===== config.mk =====
export PLATFORM = sky130hd
export DESIGN_NAME = dlfloat_dot_ctrl_flat
export DESIGN_NICKNAME = d
export VERILOG_FILES = /design/src/rtl/dlfloat_dot_ctrl_if.sv /design/src/rtl/dlfloat_dot_ctrl.sv /design/src/flat_wrapper.sv
export SDC_FILE = /design/constraint.sdc
export NUM_CORES = 1
export LEC_CHECK = 0
export CORE_UTILIZATION = 35
export DETAILED_ROUTE_END_ITERATION = 6
export PLACE_DENSITY = 0.67
export SLEW_MARGIN = 20
export SYNTH_ARGS = -nofsm -noshare
export SYNTH_HDL_FRONTEND = slang
export SYNTH_SLANG_ARGS = --single-unit

===== constraint.sdc =====
create_clock -name clk -period 4.1 [get_ports clk]
set_clock_uncertainty 0.2 [all_clocks]
set_input_delay 0.82 -clock clk [delete_from_list [all_inputs] [get_ports clk]]
set_output_delay 0.82 -clock clk [all_outputs]
set_load 0.02 [all_outputs]

===== src/rtl/dlfloat_dot_ctrl_if.sv =====
// ---------------------------------------------------------------------------
// dlfloat_dot_ctrl_if
//   Bundles the signals between the dot-product sequencer and its neighbours:
//   the host-side operand unpacker (job request, operand stream, result) and
//   the shared DLFloat16 multiply-accumulate datapath.
//
//   Job request : start, cfg_len, start_ready, abort
//   Operands    : in_valid, in_a, in_b, in_ready
//   MAC side    : mac_a, mac_b, mac_clr, mac_acc
//   Result      : res_data, res_nan, res_valid, res_ready
//   Status      : busy
//
//   slave  - the sequencer itself
//   master - the surrounding environment (host unpacker plus MAC)
// ---------------------------------------------------------------------------
interface dlfloat_dot_ctrl_if #(
    parameter int CNT_W = 8
);
    logic             start;
    logic [CNT_W-1:0] cfg_len;
    logic             start_ready;
    logic             abort;

    logic             in_valid;
    logic [15:0]      in_a;
    logic [15:0]      in_b;
    logic             in_ready;

    logic [15:0]      mac_a;
    logic [15:0]      mac_b;
    logic             mac_clr;
    logic [15:0]      mac_acc;

    logic [15:0]      res_data;
    logic             res_nan;
    logic             res_valid;
    logic             res_ready;

    logic             busy;

    modport slave (
        input  start, cfg_len, abort, in_valid, in_a, in_b, mac_acc, res_ready,
        output start_ready, in_ready, mac_a, mac_b, mac_clr,
               res_data, res_nan, res_valid, busy
    );

    modport master (
        output start, cfg_len, abort, in_valid, in_a, in_b, mac_acc, res_ready,
        input  start_ready, in_ready, mac_a, mac_b, mac_clr,
               res_data, res_nan, res_valid, busy
    );
endinterface


===== src/rtl/dlfloat_dot_ctrl.sv =====
// ---------------------------------------------------------------------------
// dlfloat_dot_ctrl
//   Sequencer for length-N DLFloat16 dot products on the shared MAC.
//   A job clears the accumulator, streams cfg_len operand pairs into the MAC,
//   waits MAC_LAT+1 cycles for the last product to land in the accumulator,
//   then holds the captured sum on res_data/res_valid until res_ready.
//
//   Ports
//     clk    - clock
//     rst_n  - synchronous active-low reset
//     bus    - dlfloat_dot_ctrl_if.slave (job, operand stream, MAC, result)
//
//   Parameters
//     MAC_LAT - edges from an operand pair on mac_a/mac_b to the accumulator
//               holding its contribution
//     CNT_W   - width of job-length and pair counters
// ---------------------------------------------------------------------------
module dlfloat_dot_ctrl #(
    parameter int MAC_LAT = 2,
    parameter int CNT_W   = 8
) (
    input  logic                 clk,
    input  logic                 rst_n,
    dlfloat_dot_ctrl_if.slave    bus
);
    localparam int          DCNT_W  = $clog2(MAC_LAT + 1);
    localparam logic [15:0] DL_NAN  = 16'hFFFF;

    typedef enum logic [2:0] {
        S_IDLE,
        S_CLR,
        S_RUN,
        S_DRAIN,
        S_DONE
    } state_e;

    state_e            state_q;
    logic [CNT_W-1:0]  len_q;
    logic [CNT_W-1:0]  pair_cnt_q;
    logic [DCNT_W-1:0] dcnt_q;
    logic              nan_q;

    logic [15:0]       mac_a_q;
    logic [15:0]       mac_b_q;
    logic              mac_clr_q;
    logic [15:0]       res_data_q;
    logic              res_nan_q;
    logic              res_valid_q;

    always_ff @(posedge clk) begin
        if (!rst_n) begin
            state_q     <= S_IDLE;
            len_q       <= '0;
            pair_cnt_q  <= '0;
            dcnt_q      <= '0;
            nan_q       <= 1'b0;
            mac_a_q     <= '0;
            mac_b_q     <= '0;
            mac_clr_q   <= 1'b0;
            res_data_q  <= '0;
            res_nan_q   <= 1'b0;
            res_valid_q <= 1'b0;
        end else begin
            // Operands default to zero so any cycle without an issued pair
            // is a bubble that adds nothing to the accumulator.
            mac_a_q   <= '0;
            mac_b_q   <= '0;
            mac_clr_q <= 1'b0;

            if (bus.abort && state_q != S_IDLE) begin
                state_q     <= S_IDLE;
                res_valid_q <= 1'b0;
            end else begin
                unique case (state_q)
                    S_IDLE: begin
                        if (bus.start) begin
                            len_q      <= bus.cfg_len;
                            pair_cnt_q <= '0;
                            nan_q      <= 1'b0;
                            // Registered clear is high for the whole CLR cycle.
                            mac_clr_q  <= 1'b1;
                            state_q    <= S_CLR;
                        end
                    end

                    S_CLR: begin
                        if (len_q != '0) begin
                            state_q <= S_RUN;
                        end else begin
                            dcnt_q  <= DCNT_W'(MAC_LAT);
                            state_q <= S_DRAIN;
                        end
                    end

                    S_RUN: begin
                        if (bus.in_valid) begin
                            mac_a_q    <= bus.in_a;
                            mac_b_q    <= bus.in_b;
                            pair_cnt_q <= pair_cnt_q + CNT_W'(1);
                            if (bus.in_a == DL_NAN || bus.in_b == DL_NAN) begin
                                nan_q <= 1'b1;
                            end
                            if (pair_cnt_q == len_q - CNT_W'(1)) begin
                                dcnt_q  <= DCNT_W'(MAC_LAT);
                                state_q <= S_DRAIN;
                            end
                        end
                    end

                    S_DRAIN: begin
                        // dcnt reaching zero means the last product has been
                        // folded into mac_acc on the previous edge.
                        if (dcnt_q != '0) begin
                            dcnt_q <= dcnt_q - DCNT_W'(1);
                        end else begin
                            res_data_q  <= bus.mac_acc;
                            res_nan_q   <= nan_q | (bus.mac_acc == DL_NAN);
                            res_valid_q <= 1'b1;
                            state_q     <= S_DONE;
                        end
                    end

                    S_DONE: begin
                        if (bus.res_ready) begin
                            res_valid_q <= 1'b0;
                            state_q     <= S_IDLE;
                        end
                    end

                    default: state_q <= S_IDLE;
                endcase
            end
        end
    end

    assign bus.start_ready = (state_q == S_IDLE);
    assign bus.in_ready    = (state_q == S_RUN);
    assign bus.busy        = (state_q != S_IDLE);
    assign bus.mac_a       = mac_a_q;
    assign bus.mac_b       = mac_b_q;
    assign bus.mac_clr     = mac_clr_q;
    assign bus.res_data    = res_data_q;
    assign bus.res_nan     = res_nan_q;
    assign bus.res_valid   = res_valid_q;

endmodule


===== src/flat_wrapper.sv =====
// flat-port wrapper written by rule: the top's interface ports become plain ports
module dlfloat_dot_ctrl_flat 
#(
    parameter int MAC_LAT = 2,
    parameter int CNT_W   = 8
)
  (clk, rst_n, bus_start, bus_cfg_len, bus_abort, bus_in_valid, bus_in_a, bus_in_b, bus_mac_acc, bus_res_ready, bus_start_ready, bus_in_ready, bus_mac_a, bus_mac_b, bus_mac_clr, bus_res_data, bus_res_nan, bus_res_valid, bus_busy);
  dlfloat_dot_ctrl_if #(.CNT_W(CNT_W)) bus_i ();
  input  logic clk;
  input  logic rst_n;
  input wire logic [$bits(bus_i.start)-1:0] bus_start;
  input wire logic [$bits(bus_i.cfg_len)-1:0] bus_cfg_len;
  input wire logic [$bits(bus_i.abort)-1:0] bus_abort;
  input wire logic [$bits(bus_i.in_valid)-1:0] bus_in_valid;
  input wire logic [$bits(bus_i.in_a)-1:0] bus_in_a;
  input wire logic [$bits(bus_i.in_b)-1:0] bus_in_b;
  input wire logic [$bits(bus_i.mac_acc)-1:0] bus_mac_acc;
  input wire logic [$bits(bus_i.res_ready)-1:0] bus_res_ready;
  output wire logic [$bits(bus_i.start_ready)-1:0] bus_start_ready;
  output wire logic [$bits(bus_i.in_ready)-1:0] bus_in_ready;
  output wire logic [$bits(bus_i.mac_a)-1:0] bus_mac_a;
  output wire logic [$bits(bus_i.mac_b)-1:0] bus_mac_b;
  output wire logic [$bits(bus_i.mac_clr)-1:0] bus_mac_clr;
  output wire logic [$bits(bus_i.res_data)-1:0] bus_res_data;
  output wire logic [$bits(bus_i.res_nan)-1:0] bus_res_nan;
  output wire logic [$bits(bus_i.res_valid)-1:0] bus_res_valid;
  output wire logic [$bits(bus_i.busy)-1:0] bus_busy;
  assign bus_i.start = bus_start;
  assign bus_i.cfg_len = bus_cfg_len;
  assign bus_i.abort = bus_abort;
  assign bus_i.in_valid = bus_in_valid;
  assign bus_i.in_a = bus_in_a;
  assign bus_i.in_b = bus_in_b;
  assign bus_i.mac_acc = bus_mac_acc;
  assign bus_i.res_ready = bus_res_ready;
  assign bus_start_ready = bus_i.start_ready;
  assign bus_in_ready = bus_i.in_ready;
  assign bus_mac_a = bus_i.mac_a;
  assign bus_mac_b = bus_i.mac_b;
  assign bus_mac_clr = bus_i.mac_clr;
  assign bus_res_data = bus_i.res_data;
  assign bus_res_nan = bus_i.res_nan;
  assign bus_res_valid = bus_i.res_valid;
  assign bus_busy = bus_i.busy;
  dlfloat_dot_ctrl #(.MAC_LAT(MAC_LAT), .CNT_W(CNT_W)) u_core (.clk(clk), .rst_n(rst_n), .bus(bus_i));
endmodule

# ---- Word level (Yosys, flattened, before mapping)
# Cells that the tools add are included.
dict set report word_totals {
  mem_bits_rw 0
  reg_bits 73
  elab_cells 79
  latch_bits 0
  rom_bits 0
  mem_count 0
}
dict set report op_classes {
  n_shift 0
  div_mod_pow 0
  mul 0
  n_eq_ne 16
  mux 23
  addsub 3
  bitwise 7
  n_reduce_logical 19
  n_lt_le_gt_ge 0
}
# op count
set op_table {}
lappend op_table {{== test 16 bit, second input constant} 3}
lappend op_table {{2-to-1 mux 8 bit} 2}
lappend op_table {{one-hot mux 8 bit (2 select lines)} 1}
lappend op_table {{2-to-1 mux 3 bit} 5}
lappend op_table {{one-hot mux 3 bit (5 select lines)} 1}
lappend op_table {{!= test 2 bit, second input constant} 5}
lappend op_table {{AND reduction 5 bit} 2}
lappend op_table {{AND reduction 3 bit} 3}
lappend op_table {{adder 8 x 1 -> 8 bit, second input constant} 1}
lappend op_table {{== test 8 bit} 1}
lappend op_table {{2-to-1 mux 2 bit} 4}
lappend op_table {{nonzero test 8 bit} 1}
lappend op_table {{subtractor 8 x 1 -> 8 bit, second input constant} 1}
lappend op_table {{2-to-1 mux 1 bit} 7}
lappend op_table {{== test 3 x 2 -> 1 bit, second input constant} 2}
lappend op_table {{!= test 2 x 1 -> 1 bit, second input constant} 3}
lappend op_table {{NOT 1 bit} 6}
lappend op_table {{one-hot mux 2 bit (3 select lines)} 1}
lappend op_table {{AND reduction 6 bit} 1}
lappend op_table {{nonzero test 2 bit} 3}
lappend op_table {{nonzero test 3 bit} 2}
lappend op_table {{one-hot mux 1 bit (2 select lines)} 2}
lappend op_table {{AND reduction 4 bit} 1}
lappend op_table {{OR reduction 4 bit} 1}
lappend op_table {{9 further kinds} 9}

# ---- Depth between registers and ports, before layout
# Gate-level depths: netlist of run 1.
dict set report depth {
  depth_word 5
  mapped_depth 8
  depth_no_buf 7
}

# ---- Worst setup path after synthesis of run 1
# OpenSTA, ideal clock, no wires.
dict set report synth_timing {
  path_kind {input to register}
  startpoint {in bus_abort}
  endpoint {reg u_core.pair_cnt_q[5]}
  n_path_buf 0
  setup_slack_ns 1.992
  arrival_ns 1.784
  setup_ns 0.124
  t_required_ns 3.776
  cell_stages 5
  path_cell_list {nand3b_2 > a2111oi_4 > nand3_1 > xor2_1 > nor2_1}
}
dict set report synth_via {
  elab_chain_len 3
}
# item line
set synth_lines {}
lappend synth_lines {{start: declaration} flat_wrapper.sv:13} ;# input wire logic [$bits(bus_i.abort)-1:0] bus_abort;
lappend synth_lines {{logical AND 1 bit} dlfloat_dot_ctrl.sv:70} ;# if (bus.abort && state_q != S_IDLE) begin
lappend synth_lines {{NOT 1 bit (no line)} --}
lappend synth_lines {{AND reduction 4 bit (no line)} --}
lappend synth_lines {{end signal: assignment} dlfloat_dot_ctrl.sv:99} ;# pair_cnt_q <= pair_cnt_q + CNT_W'(1);
lappend synth_lines {{end: declaration} dlfloat_dot_ctrl.sv:39} ;# logic [CNT_W-1:0] pair_cnt_q;
# Every way passes these cells.
# A chain may end at the register's enable or synchronous reset.

# ---- Final worst setup path of run 1
dict set report layout_timing {
  startpoint {reg u_core.state_q[1]}
  endpoint {out bus_in_ready}
}
dict set report layout_via {
  elab_chain_len 1
}
# item line
set layout_lines {}
lappend layout_lines {{start: declaration} dlfloat_dot_ctrl.sv:37} ;# state_e state_q;
lappend layout_lines {{start signal: assignment} dlfloat_dot_ctrl.sv:52} ;# state_q <= S_IDLE;
lappend layout_lines {{start signal: assignment} dlfloat_dot_ctrl.sv:71} ;# state_q <= S_IDLE;
lappend layout_lines {{start signal: assignment} dlfloat_dot_ctrl.sv:82} ;# state_q <= S_CLR;
lappend layout_lines {{== test 3 x 2 -> 1 bit} dlfloat_dot_ctrl.sv:137} ;# assign bus.in_ready = (state_q == S_RUN);
lappend layout_lines {{end: declaration} flat_wrapper.sv:20} ;# output wire logic [$bits(bus_i.in_ready)-1:0] bus_in_ready;
# Every way passes these cells.

==> impl_results.md, run 1 <==
- Drt total wl: around 7100 um
- Drt first pass iters: 4
- Die height: around 93 um
- Main synth FF type: dfxtp_1
- M1 wire length: about 3200 um
- Worst path arrival time: approximately 2.1 ns
- Syn_nets: roughly 370
- Clock-pin slew on the worst setup and hold paths: ~0.080 ns
- Flop pwr share: 0.412
- Residual DRC count: 0
- Share of cells above drive strength 1: 0.07059
- CTS tree: yes
- First-pass GRT wire length: about 11,000 um
- Total die area: roughly 0.0087 mm2
- Total GRT Usage: 0.1700
- WL/cell: about 13 um
- Root Driver: clkbuf_8
- Number of global-route vias before repair: approximately 2,400
- Global route overflow: 0
- Clock Latency Late Sink: ~0.35 ns
- I/O pin total: ~120
- Total core area: ~0.0079 mm2
- Crit path time final: 3.131 ns
- Largest net degree at the start of global routing: 33
- Area occupied by multi-input gates: 0.001356 mm2
- FF+latch count, synth: 73
- Final ANT Viol Nets: 0
- Area added between synthesis and finish: 49.40%
- Setup tns final: 0 ns
- IO buf count: about 120
- Dpl cells: approximately 510
- Max Slew Vio Count: 0
- Inserted Clock Buffers: 9
- Seq/Total Area, Yosys: 0.4991
- Fraction of registers with async set/reset: 0
- Combinational Power Share: 0.273
- Met3 WL: 570 um
- Number of diodes: 0
- Sw Ratio: 0.3096
- Internal power: ~1.4 mW
- RSZ-0062 raised after global routing: no
- CTS Hold Buffers Added: 0
- Via count: 2,537
- CP Class: reg -> out
- Wire length on met2: approximately 3200 um
- Req. time, crit path: between 3 and 4 ns
- EDFF count, synth: 0
- Outcome: finished, final reports clean
- Hold Path Class: reg -> reg
- Distinct cells, synth: 47
- Switching Power: 640.3 uW
- Worst VDD drop: about 0.18 mV
- Top post-synthesis cells by area: dfxtp_1 (50%), and2_1 (6.8%), nand2_1 (5.8%)
- Worst-margin pin slew: about 1 ns
- Most common cell in the netlist: dfxtp_1
- Clock power frac: 0.315
- Final std cells w/o fill: between 500 and 600
- Largest area contributor in the netlist: dfxtp_1
- Synth warn: 0
- Die W: just over 90 um
- Mean Syn Cell Area: approximately 9.6 um2
- DP HPWL: approximately 5300 um
- Area share of the leading cell type in the synthesized netlist: 0.4991
- Top Metal Used: met4
- CP max FO: 13
- Reg2reg setup slack: ~1.8 ns
- Post-Synthesis Cells: 306
- GPL Wtd Cong: approximately 0.8
- Final hold violation count: 0
- Fillers: around 750
- Final number of setup-violating endpoints: 0
- Sequential Area: 0.001461 mm2
- Rel. slew slack: 0.3274
- Post-synth top cells: dfxtp_1 (73), nand2_1 (45), and2_1 (32)
- Via density: a little under 5
- Starting density of the core: 0.3693
- Row count: 32
- Post-Syn Area: between 0.002 and 0.003 mm2
- Highest Clock Rate: 0.3193 GHz
- CTS H-Tree Depth: 3
- Power per cell area: 472.8 mW/mm2
- Post_cts resized: 0
- Initial antenna violation count: 0
- Max Cap Viol: 0
- DR iter-0 viols: 95
- Clock sink total: 73
- Final period util: 0.7638
- Max clock buf depth: 2
- Layout Nets: between 400 and 500
- Post-CTS setup buffer count: 0
- Pleak: 1.599 nW
- CP endpoint kind: primary output
- Critical Path Source Type: flop
[flip-flops by register name, indices dropped and copies added (netlist names)]
name and cells:
u_core.state_q 3, u_core.bus.mac_b 16, u_core.bus.mac_clr 1, u_core.bus.res_data 16, u_core.pair_cnt_q 8, u_core.nan_q 1
u_core.bus.mac_a 16, u_core.dcnt_q 2, u_core.bus.res_valid 1, u_core.len_q 8, u_core.bus.res_nan 1
[final cells by class]
cell class	instances	share of cell area
clock inverters	4	0.01688
repair buffers	117	0.2666
well taps	102	0.02918
clock buffers	12	0.03547
inverters	9	0.007723
flip-flops and latches	73	0.3341
multi-input cells	210	0.3101
[cell families (layout without fill, tap and decap cells)]
logic type               Yosys count  in the layout  synth area share
AND/OR/NAND/NOR                  138            138            0.2526
flip-flops                        73             73            0.4991
AO/OA/AOI/OAI                     51             51            0.1427
buffers and inverters             23            142           0.03761
XOR/XNOR                          17             17           0.05086
adder cells (fa/ha/maj)            4              4           0.01709
[layer usage]
layer  track usage  vias up
li1              -     1277
met1        0.2121     1161
met2        0.2604       89
met3       0.05772       10
met4       0.08462        0
met5             0        -
[cells in the final DEF, fill, tap and decap left out, types with 2 or more instances in the layout]
| cell | n |
|---|---|
| o21ai_0 | 3 |
| nor3_1 | 6 |
| a31oi_1 | 2 |
| clkdlybuf4s50_1 | 115 |
| bufinv_16 | 2 |
| nor2_1 | 13 |
| dfxtp_1 | 73 |
| and3_1 | 2 |
| xnor2_1 | 9 |
| a22o_1 | 6 |
| a21oi_1 | 4 |
| inv_2 | 2 |
| a21boi_1 | 17 |
| nand3_1 | 8 |
| inv_1 | 7 |
| a2111oi_4 | 2 |
| nor4_1 | 3 |
| a21o_1 | 2 |
| nand2_1 | 45 |
| nand4_1 | 16 |
| nand2b_1 | 2 |
| and2_1 | 32 |
| clkbuf_8 | 11 |
| xor2_1 | 8 |
| buf_4 | 2 |
| ha_1 | 4 |
| o21ai_1 | 6 |
[worst paths after layout]
kind	start	cells after the start	endpoint
worst min-delay path	u_core.bus.res_data[7]$_SDFFE_PN0P_	2	u_core.bus.res_data[7]$_SDFFE_PN0P_
worst max register to register	u_core.state_q[0]$_SDFFE_PP0P_	4	u_core.bus.res_data[14]$_SDFFE_PN0P_
worst max-delay path	u_core.state_q[1]$_SDFFE_PP0P_	2	bus_in_ready
worst min register to register	u_core.bus.res_data[7]$_SDFFE_PN0P_	2	u_core.bus.res_data[7]$_SDFFE_PN0P_
[critical path: stages, from the launching register on]
cell,delay [ns]
dfxtp_1,0.63
nor3b_2,0.45
clkdlybuf4s50_1,0.68
[power groups by stage]
stage | clock [mW] | combinational [mW] | sequential (mW)
after global placement | 0 | 0.558 | 0.866
after floorplan | 0 | 0.374 | 0.857
after CTS | 0.667 | 0.571 | 0.852
after detailed placement | 0 | 0.567 | 0.869
after global routing | 0.697 | 0.625 | 0.863
final | 0.651 | 0.565 | 0.852
[through the flow]
step           utilization  setup WS [ns]  hold slack [ns]  power (mW)  instance area (um2)
2_1_floorplan            -          1.992           0.2312       1.231                 2928
3_3_place_gp        0.5229          1.308           0.2418       1.424                 4145
3_5_place_dp        0.5229          1.289           0.2452       1.436                 4145
4_1_cts             0.5518         0.9510           0.2565       2.090                 4374
5_1_grt             0.5518         0.8494           0.2661       2.184                 4374
6_report            0.5518         0.9685           0.2518       2.068                 4374
(Power assumes the default switching activity.)
==> run 2, diff against run 1 <==
--- a/config.mk
+++ b/config.mk
@@ -7,7 +7,7 @@
 export LEC_CHECK = 0
 export CORE_UTILIZATION = 35
 export DETAILED_ROUTE_END_ITERATION = 6
-export PLACE_DENSITY = 0.67
+export PLACE_DENSITY = 0.69
 export SLEW_MARGIN = 20
 export SYNTH_ARGS = -nofsm -noshare
 export SYNTH_HDL_FRONTEND = slang
==> constraint.sdc (replaced) <==
create_clock -name clk -period 2.87 [get_ports clk]
set_clock_uncertainty 0.2 [all_clocks]
set_input_delay 0.574 -clock clk [delete_from_list [all_inputs] [get_ports clk]]
set_output_delay 0.574 -clock clk [all_outputs]
set_load 0.02 [all_outputs]
==> impl_results.md, run 2 (synthesis results as in run 1) <==
- Drt total wl: 7008 um (-0.61%)
- Layout Nets: 491 (+1.0%)
- Req. time, crit path: 2.10 ns (-0.98 ns)
- DR iter-0 viols: 65 (-32%)
- Share of cells above drive strength 1: 0.08140 (+0.01081)
- Clock Latency Late Sink: 0.33 ns (-0.02 ns)
- Layout Utilization: 0.5552 (+0.003472)
- Total core area: 0.007928 mm2 (unchanged)
- CP endpoint kind: primary output
- Die height: 93.46 um (unchanged)
- Die W: 93.46 um (unchanged)
- Root Driver: clkbuf_8
- Fillers: 737 (-1.2%)
- Final hold violation count: 0 (unchanged)
- Clock sink total: 73 (unchanged)
- Rel. slew slack: 0.6105 (+0.2831)
- Final instance area: 0.004402 mm2 (+0.63%)
- CTS H-Tree Depth: 3 (unchanged)
- Sw Ratio: 0.3148 (+0.005184)
- DP HPWL: 5362 um (+1.9%)
- Hold Crit Depth: 2 (unchanged)
- Total GRT Usage: 0.1659 (-0.004034)
- Total die area: 0.008735 mm2 (unchanged)
- Final std cells w/o fill: 532 (+0.95%)
- GPL Wtd Cong: 0.8056 (+1.2%)
- Flop pwr share: 0.415 (+0.003)
- Worst VDD drop: 0.3493 mV (+95%)
- Area added between synthesis and finish: 50.34%
- Via density: 4.816 (about the same)
- Outcome: finished, final reports clean
- Final ANT Viol Nets: 0 (unchanged)
- IO buf count: 115 (unchanged)
- Max Cap Viol: 0 (unchanged)
- Largest net degree at the start of global routing: 33 (unchanged)
- Dpl cells: 516 (+0.98%)
- Combinational Power Share: 0.285 (+0.012)
- R2R cell count: 7 (+3)
- DP Area: 0.004183 mm2 (+0.91%)
- Internal power: 2.007 mW (+41%)
- Final number of setup-violating endpoints: 0 (unchanged)
- CP Class: reg -> out
- Max Slew Vio Count: 0 (unchanged)
- Number of global-route vias before repair: 2,464 (+3.5%)
- Power per cell area: 665.5 mW/mm2 (+41%)
- Most frequent cells in the layout: clkdlybuf4s50_1 (115), dfxtp_1 (73), nand2_1 (45)
- Via count: 2,562 (+0.99%)
- Row count: 32 (unchanged)
- Setup tns final: 0 ns (unchanged)
- Crit path time final: between 2 and 3 ns
- Worst hold margin: 0.2516 ns (-0.0002220 ns)
- Drt first pass iters: 4 (unchanged)
- Post_cts resized: 0 (unchanged)
- CP cell instances: nor3b_2 -> clkdlybuf4s50_1
- Global route overflow: 0 (unchanged)
- Starting density of the core: 0.3693 (unchanged)
- WL/cell: 13.17 um (-1.5%)
- Critical Path Source Type: flop
- Number of diodes: 0 (unchanged)
- CTS tree: yes
- I/O pin total: 116 (unchanged)
- CP max FO: 13 (unchanged)
- Inserted Clock Buffers: 9 (unchanged)
- Clock-pin slew on the worst setup and hold paths: 0.08 ns (about the same)
- Pleak: 1.607 nW (+0.49%)
- RSZ-0062 raised after global routing: no
- Commonest non-fill, non-tap cell in the layout: clkdlybuf4s50_1
- First-pass GRT wire length: 11,310 um (-1.1%)
- Clock power frac: 0.300 (-0.015)
- Worst-margin pin slew: 0.5834 ns (-0.4200 ns)
- Max clock buf depth: 2 (unchanged)
- Highest Clock Rate: roughly 0.37 GHz
- Critical path's slowest cell: clkdlybuf4s50_1
- Post-CTS setup buffer count: 0 (unchanged)
- Worst path arrival time: 1.95 ns (-0.16 ns)
- Residual DRC count: 0 (unchanged)
- CTS Hold Buffers Added: 0 (unchanged)
- Initial antenna violation count: 0 (unchanged)
- Final period util: 0.9495
- Hold Path Class: reg -> reg
- Worst stage delay on the critical path: 0.65 ns (-0.03 ns)
- Switching Power: 922.0 uW (+44%)
run 2: layout make-up:
cell class	instances	area (um2)	share of cell area
sequential	73	1461	0.3320
multi-input combinational	210	1356	0.3081
timing repair buffer	122	1204	0.2734
clock buffer	10	127.6	0.02899
tap	102	127.6	0.02899
clock inverter	6	91.34	0.02075
inverter	9	33.78	0.007675
run 2: final timing paths:
kind / to / from / slack, ns
setup / recovery: bus_in_ready / u_core.state_q[1]$_SDFFE_PP0P_ / 0.14
hold / removal: u_core.bus.res_data[9]$_SDFFE_PN0P_ / u_core.bus.res_data[9]$_SDFFE_PN0P_ / 0.25
setup reg to reg: u_core.dcnt_q[1]$_SDFFE_PN0P_ / u_core.len_q[0]$_SDFFE_PN0P_ / 0.58
hold reg to reg: u_core.bus.res_data[9]$_SDFFE_PN0P_ / u_core.bus.res_data[9]$_SDFFE_PN0P_ / 0.25
run 2: through the flow:
stage	setup WS [ns]	power [mW]
floorplan	0.8169	1.759
global placement	0.4107	2.051
detailed placement	0.3727	2.069
CTS	0.1146	2.960
global route	0.04850	3.085
finish	0.1448	2.929
run 2: per-layer routing:
layer	wire length, um	part of all wire	global-route usage
met1	3091	0.44	0.2022
met4	102	0.015	0.06410
met3	644	0.092	0.06911
met5	0	0	0
met2	3169	0.45	0.2592
run 2: power by group through the flow:
stage               Combinational, mW  Sequential [mW]  Clock (mW)
detailed placement              0.831             1.24           0
global placement                0.816             1.23           0
floorplan                       0.535             1.22           0
CTS                             0.838             1.22       0.906
finish                          0.835             1.22       0.879
global route                    0.905             1.23       0.952
run 2: critical path: cells and delay by family (launching register included):
kind,cells,cell delay [ns]
buffers and inverters,1,0.65
DFF,1,0.63
and+or+nand+nor,1,0.33
